## config.mk

```make
export PLATFORM = sky130hd
export DESIGN_NAME = encoder_poll_sched
export DESIGN_NICKNAME = d
export VERILOG_FILES = /design/src/rtl/encoder_poll_sched.sv
export SDC_FILE = /design/constraint.sdc
export NUM_CORES = 1
export LEC_CHECK = 0
export BUFFER_PORTS_ARGS = -buffer_cell sky130_fd_sc_hd__buf_2
export CORE_ASPECT_RATIO = 0.5
export CORE_UTILIZATION = 55
export CTS_BUF_LIST = sky130_fd_sc_hd__clkbuf_2
export CTS_CLUSTER_DIAMETER = 120
export DETAILED_ROUTE_END_ITERATION = 10
export PLACE_DENSITY = 0.83
export SLEW_MARGIN = 0
export SYNTH_ARGS = -nofsm -noshare
export SYNTH_HDL_FRONTEND = slang
export SYNTH_SLANG_ARGS = --single-unit
```

## constraint.sdc

```tcl
create_clock -name sck -period 2.09 [get_ports sck]
set_clock_uncertainty 0.05 [all_clocks]
set_input_delay 0.3135 -clock sck [delete_from_list [all_inputs] [get_ports sck]]
set_output_delay 0.3135 -clock sck [all_outputs]
set_load 0.03 [all_outputs]
```

## src/rtl/encoder_poll_sched.sv

```systemverilog
// Round-robin SPI poll scheduler for N_CH absolute encoders sharing one MISO line.
// Periodic ticks and on-demand requests feed a pending vector; one frame is read at a time.
module encoder_poll_sched #(
  parameter int unsigned N_CH       = 4,
  parameter int unsigned FRAME_BITS = 24,
  parameter int unsigned GAP_CYCLES = 4
) (
  input  logic            sck,
  input  logic            rst_n,
  input  logic            enable,
  input  logic [N_CH-1:0] ch_en,
  input  logic [15:0]     period,
  input  logic [N_CH-1:0] req,
  input  logic            miso,
  output logic [N_CH-1:0] cs_n,
  output logic            busy,
  output logic            data_valid,
  output logic [1:0]      data_ch,
  output logic [23:0]     encoder_val_full,
  output logic [18:0]     encoder_val
);

  localparam int unsigned CH_W    = (N_CH > 1) ? $clog2(N_CH) : 1;
  localparam int unsigned CNT_MAX = (FRAME_BITS > GAP_CYCLES) ? FRAME_BITS : GAP_CYCLES;
  localparam int unsigned CNT_W   = $clog2(CNT_MAX + 1);
  localparam int unsigned VAL_W   = 24;

  typedef enum logic [1:0] {IDLE, SELECT, SHIFT, GAP} state_t;

  state_t            state, state_nxt;
  logic [15:0]       timer, timer_nxt;
  logic              tick;
  logic [N_CH-1:0]   pend, pend_nxt, pend_set, grant_oh;
  logic [CH_W-1:0]   sel, sel_nxt, last_ch, last_ch_nxt, rr_idx;
  logic              rr_found;
  logic [CNT_W-1:0]  cnt, cnt_nxt;
  logic [VAL_W-2:0]  shreg, shreg_nxt;
  logic [VAL_W-1:0]  val_nxt;
  logic [N_CH-1:0]   cs_n_nxt;
  logic              busy_nxt, dv_nxt;
  logic [1:0]        data_ch_nxt;

  assign encoder_val = encoder_val_full[21:3];

  // Free-running poll timer; held at zero when periodic polling is off
  always_comb begin
    tick      = 1'b0;
    timer_nxt = '0;
    if (enable && period != 16'd0) begin
      tick      = (timer == period - 16'd1);
      timer_nxt = (timer >= period - 16'd1) ? 16'd0 : timer + 16'd1;
    end
  end

  // First pending channel after the last one served
  always_comb begin
    rr_found = 1'b0;
    rr_idx   = last_ch;
    for (int unsigned i = 1; i <= N_CH; i++) begin
      if (!rr_found && pend[CH_W'((32'(last_ch) + i) % N_CH)]) begin
        rr_found = 1'b1;
        rr_idx   = CH_W'((32'(last_ch) + i) % N_CH);
      end
    end
  end

  // Next-state and registered-output logic
  always_comb begin
    state_nxt   = state;
    sel_nxt     = sel;
    last_ch_nxt = last_ch;
    cnt_nxt     = cnt;
    shreg_nxt   = shreg;
    val_nxt     = encoder_val_full;
    cs_n_nxt    = cs_n;
    dv_nxt      = 1'b0;
    data_ch_nxt = data_ch;
    grant_oh    = '0;

    case (state)
      IDLE: begin
        if (enable && rr_found) begin
          sel_nxt     = rr_idx;
          last_ch_nxt = rr_idx;
          grant_oh    = N_CH'(1) << rr_idx;
          cs_n_nxt    = ~(N_CH'(1) << rr_idx);
          cnt_nxt     = '0;
          state_nxt   = SELECT;
        end
      end
      SELECT: begin
        cnt_nxt   = '0;
        state_nxt = SHIFT;
      end
      SHIFT: begin
        shreg_nxt = {shreg[VAL_W-3:0], miso};
        if (cnt == CNT_W'(FRAME_BITS - 1)) begin
          val_nxt     = {shreg, miso};
          data_ch_nxt = 2'(sel);
          cs_n_nxt    = '1;
          dv_nxt      = 1'b1;
          cnt_nxt     = '0;
          state_nxt   = GAP;
        end else begin
          cnt_nxt = cnt + CNT_W'(1);
        end
      end
      GAP: begin
        if (cnt == CNT_W'(GAP_CYCLES - 1)) begin
          state_nxt = IDLE;
        end else begin
          cnt_nxt = cnt + CNT_W'(1);
        end
      end
      default: state_nxt = IDLE;
    endcase

    busy_nxt = (state_nxt != IDLE);
    // A new request in the grant cycle keeps the channel pending
    pend_set = (req | {N_CH{tick}}) & ch_en;
    pend_nxt = enable ? ((pend & ~grant_oh) | pend_set) : '0;
  end

  always_ff @(posedge sck or negedge rst_n) begin
    if (!rst_n) begin
      state            <= IDLE;
      timer            <= '0;
      pend             <= '0;
      sel              <= '0;
      last_ch          <= CH_W'(N_CH - 1);
      cnt              <= '0;
      shreg            <= '0;
      encoder_val_full <= '0;
      cs_n             <= '1;
      busy             <= 1'b0;
      data_valid       <= 1'b0;
      data_ch          <= '0;
    end else begin
      state            <= state_nxt;
      timer            <= timer_nxt;
      pend             <= pend_nxt;
      sel              <= sel_nxt;
      last_ch          <= last_ch_nxt;
      cnt              <= cnt_nxt;
      shreg            <= shreg_nxt;
      encoder_val_full <= val_nxt;
      cs_n             <= cs_n_nxt;
      busy             <= busy_nxt;
      data_valid       <= dv_nxt;
      data_ch          <= data_ch_nxt;
    end
  end

endmodule

```

Yosys cells after proc, flatten, opt, wreduce, memory -nomap -nowiden
Cells that the tools add are included.
W data, S select, Z words.
{ "word_totals": {"output_inout_bits": 51, "elab_cells": 91, "reg_bits": 86} }
{ "classes": {"shifts": 1, "addsub": 7, "reduce_logical": 16, "eq_ne": 9, "mux": 35, "n_bitwise": 6, "order_cmp": 5} }
{ "op_table": {"columns": ["cell", "count"], "rows": [
  ["$mux W16", 2],
  ["$mux W4", 5],
  ["$pmux W5 S4", 1],
  ["$add A16 B1 Y16 const B", 1],
  ["$eq A16 B16 Y1", 1],
  ["$ge A16 B16 Y1", 1],
  ["$reduce_bool A16 Y1", 1],
  ["$sub A16 B1 Y16 const B", 1],
  ["$mux W5", 3],
  ["$mux W2", 7],
  ["$lt A2 B3 Y1 const B", 4],
  ["$mux W1", 11],
  ["$and A4 B4 Y4", 2],
  ["$bmux W1 S2", 4],
  ["$not A4 Y4", 2],
  ["$or A4 B4 Y4", 2],
  ["$pmux W2 S4", 1],
  ["$pmux W4 S2", 1],
  ["$ne A2 B2 Y1 const B", 3],
  ["$reduce_and A2 Y1", 3],
  ["$add A5 B1 Y5 const B", 1],
  ["$eq A5 B2 Y1 const B", 1],
  ["$eq A5 B5 Y1 const B", 1],
  ["$logic_and A1 B1 Y1", 5],
  ["other kinds (9)", 15]
]} }

Longest topological paths before layout
{ "depth": {"depth_word": 20, "depth_mapped": 12} }

Least setup slack after synthesis
No wires, ideal clock.
{ "synth_timing": {"path_type": "input port to flip-flop", "start": "input port period[1]", "end": "register timer[10]", "setup_time_ps": 117, "slack_ps": -415, "required_ps": 1923, "t_arrival_ps": 2338, "stages": 10, "path_cell_list": "nor4_2 nand2_1 nor4_2 xnor2_1 ha_1 nand4_1 a2111o_1 nand4_2 buf_4 nor2_1"} }
{ "synth_between": {"elab_chain_cells": 4, "elab_cells_between_ends": 6, "classes_between": "add/sub (1); order compare (1); mux (2); reduce/logical (2)"} }
{ "synth_lines": {"columns": ["item", "line_no", "text"], "rows": [
  ["start, declared", "12", "input logic [15:0] period,"],
  ["$sub A16 B1 Y16", "51", "timer_nxt = (timer >= period - 16'd1) ? 16'd0 : timer + 16'd1;"],
  ["$ge A16 B16 Y1", "51", null],
  ["$mux W16", "51", null],
  ["$mux W16 (*)", "49", "if (enable && period != 16'd0) begin"],
  ["named net timer_nxt[10]", "31", "logic [15:0] timer, timer_nxt;"],
  ["end signal, assigned", "140", "timer <= timer_nxt;"],
  ["end, declared", "31", null]
]} }
Mark *: on every way through the listed nets, which the timed path passes. The rest lies on a longest branch.
A chain may end at the register's enable or synchronous reset.

Final worst setup path
{ "layout_timing": {"start": "input port period[11]", "end": "register timer[15]"} }
The elaborated chain is that of the path after synthesis.

==> impl_metrics.py <==
metrics = {
    "drt": {
        "drtAntennaViolNets": 0,
        "vias": 3328,
        "drc": 0,
        "wl_per_cell_um": 14.5,
        "wl_mm": 9.03,
        "dr.first_iter.drc_count": 131,
        "drtPass1Iterations": 4,
        "routed_via_density": 5.36,
    },
    "global_route": {
        "antenna_found_initial": 0,
        "grt_pass1_wl_mm": 14.8,
        "grt_pass1_vias": 3257,
        "grt_usage_pct": 21.4,
        "grt_overflow": 0,
        "grt_max_degree": 36,
    },
    "worst_hold_path": {
        "min_to": "pend[2]",
        "hold_path.class": "primary input to flip-flop",
        "hold_path_depth": 4,
        "min_from": "enable",
    },
    "final_layout": {
        "fill_cells": 612,
        "seq_area_um2": 2160,
        "final_nets": 553,
        "final_cell_mix": "dfrtp_1, buf_2, nand2_1",
        "final_common_cell": "dfrtp_1",
        "diodes": 0,
        "multi_input_area_um2": 2340,
        "area_delta_synth_final_pct": 19.8,
        "final_util_pct": 69.1,
        "drive_above_1_share_pct": 42.6,
        "fin_area_um2": 5610,
        "fin_cells": 621,
    },
    "synthesis": {
        "synth-edff-count": 0,
        "synth_area_leaders": "dfrtp_1, mux2_4, mux2_2",
        "synth_top_flop_cell": "dfrtp_1",
        "netlist_instances": 397,
        "yosysSeqAreaShare_pct": 46.1,
        "yosys.area.top_type_share_pct": 42.7,
        "syn_nets": 445,
        "synth-seq-cells": 86,
        "yosysTopAreaCell": "dfrtp_1",
        "syn_avg_cell_area_um2": 11.8,
        "async_reset_ff_share_pct": 100,
        "syn_area_um2": 4690,
        "yosysWarnings": 0,
        "synth.distinct_cells": 56,
    },
    "placement": {
        "placed_cells": 591,
        "place_ws_ns": -0.578,
        "gp_congestion": 0.865,
        "post_dp_cell_area_um2": 5320,
        "io_buffers": 78,
        "hpwl_mm": 6.54,
    },
    "worst_setup_path": {
        "worstSetupEndpointType": "flip-flop",
        "r2r_cells": 6,
        "crit_path_start_kind": "primary input",
        "r2r_end": "timer[15]",
        "crit_fanout": 8,
        "cp-startpoint": "period[11]",
        "arrival_ns": 2.51,
        "r2r-start": "timer[1]",
        "required_ns": 2.50,
        "critical_path_class": "primary input to flip-flop",
        "ff2ff_setup_slack_ns": 0.16,
    },
    "die": {
        "num_rows": 23,
        "chipWidth_um": 133,
        "dieArea_um2": 8910,
        "core_region_area_um2": 8120,
        "ios": 79,
        "die_y_um": 67.3,
        "initial_core_util_pct": 57.7,
    },
    "pwr": {
        "peakVddDrop_mv": 1.02,
        "p_leak_nw": 2.72,
        "p_per_area_nw_per_um2": 1150,
        "p_total_w": 0.00645,
    },
    "sta": {
        "relSlewSlack_pct": 42.8,
        "rsz0062_at_grt": "true",
        "fmax_mhz": 475,
        "fin_crit_sh_pct": 101,
        "setup_viol": 1,
        "fin_crit_ns": 2.11,
        "setup_slack_ns": -0.0163,
        "report.final.slew_viol_count": 0,
        "worstMarginPinSlew_ns": 0.854,
        "hold_viol": 0,
    },
    "clocking": {
        "insertion_delay_ns": 0.53,
        "tritoncts": "yes",
        "clockBufferDepth": 2,
        "cts_buffers": 9,
        "clkSlewWorstSetupHoldPaths_ns": 0.21,
        "root_buffer": "clkbuf_2",
        "htree_levels": 3,
        "cts_sinks": 86,
    },
    "run_status": {
        "violations": "negative setup slack",
        "run_status": "finished with violations",
    },
    "job": {
        "max_cap_violations": 0,
    },
}
layout make-up:
class	instances	area share, %
tap	112	2.50
multi-input combinational	274	41.7
sequential	86	38.5
timing repair buffer	127	15.0
inverter	7	0.513
clock buffer	10	0.892
clock inverter	5	0.914
how the worst max path moves through the flow:
stage | cells past startpoint | slack (ns) | endpoint
6_report | 12 | -0.02 | timer[15]
3_5_place_dp | 11 | -0.58 | timer[0]
4_1_cts | 11 | 0.008 | timer[0]
2_1_floorplan | 10 | -0.24 | timer[10]
3_3_place_gp | 11 | -0.46 | timer[0]
5_1_grt | 12 | -0.16 | timer[15]
repair_timing:
item,4_1_cts,5_1_grt
endpoints found under the hold margin,66,0
setup endpoints to repair,0,16
hold buffers,10,0
setup buffers,0,4
gates resized for setup,0,10
critical path: stages:
cell and delay [ns]:
buf_8 0.10, nor4_4 0.29, nand2b_1 0.16, nor4_4 0.24, xnor2_1 0.13, ha_1 0.35, nand2_1 0.12, nor2_2 0.05
a211oi_2 0.18, buf_4 0.16, nand4_4 0.18, nor3b_2 0.23
report_power, final:
part	total (W)	switching (W)	internal, W	leakage (nW)
logic	0.00288	0.00161	0.00127	1.56
registers	0.00276	0.000470	0.00229	1.10
clock network	0.000804	0.000537	0.000267	0.0652
sequential cells by signal, indices dropped and copies added, names as in the netlist:
register          cells
cnt                   5
sel                   2
shreg                23
state                 2
pend                  4
encoder_val_full     24
timer                16
busy                  1
cs_n                  4
last_ch               2
data_valid            1
data_ch               2
routing by layer:
| metal | part of all wire, % | track usage (%) |
|---|---|---|
| met5 | 0 | 0 |
| met4 | 1.7 | 8.76 |
| met3 | 4.3 | 4.80 |
| met2 | 49 | 38.0 |
| met1 | 45 | 26.1 |
metrics by stage:
stage          hold WS (ns)  setup TNS [ns]
2_1_floorplan       -0.0321           -3.16
3_3_place_gp          0.244           -8.17
3_5_place_dp          0.248           -9.99
4_1_cts               0.110               0
5_1_grt               0.135           -1.31
6_report              0.163         -0.0163
logic make-up after synthesis:
kind of cell               synth area share (%)
DFF                                        46.1
buffers and inverters                      5.63
muxes                                      14.0
and+or+nand+nor                            15.9
AOI/OAI and AO/OA                          7.98
xor gates and xnor gates                   5.05
adders and majority gates                  5.34
cell usage after synthesis (all sizes together) (2+ instances only):
master and count:
nand4 8, and3 3, nor3b 3, a31oi 2, xnor2 12, a21oi 10
dfrtp 80, ha 20, mux2 49, nand2b 3, dfstp 6, mux2i 3
o21a 5, nand3 9, inv 7, buf 31, nor2 30, nor4 10
and2 2, nor3 12, xor2 15, o31ai 2, nand2 40, nor2b 3
o211ai 9, a21o 2, nor4b 2, o21ai 7
No activity file was read; power rests on OpenSTA's default activity.
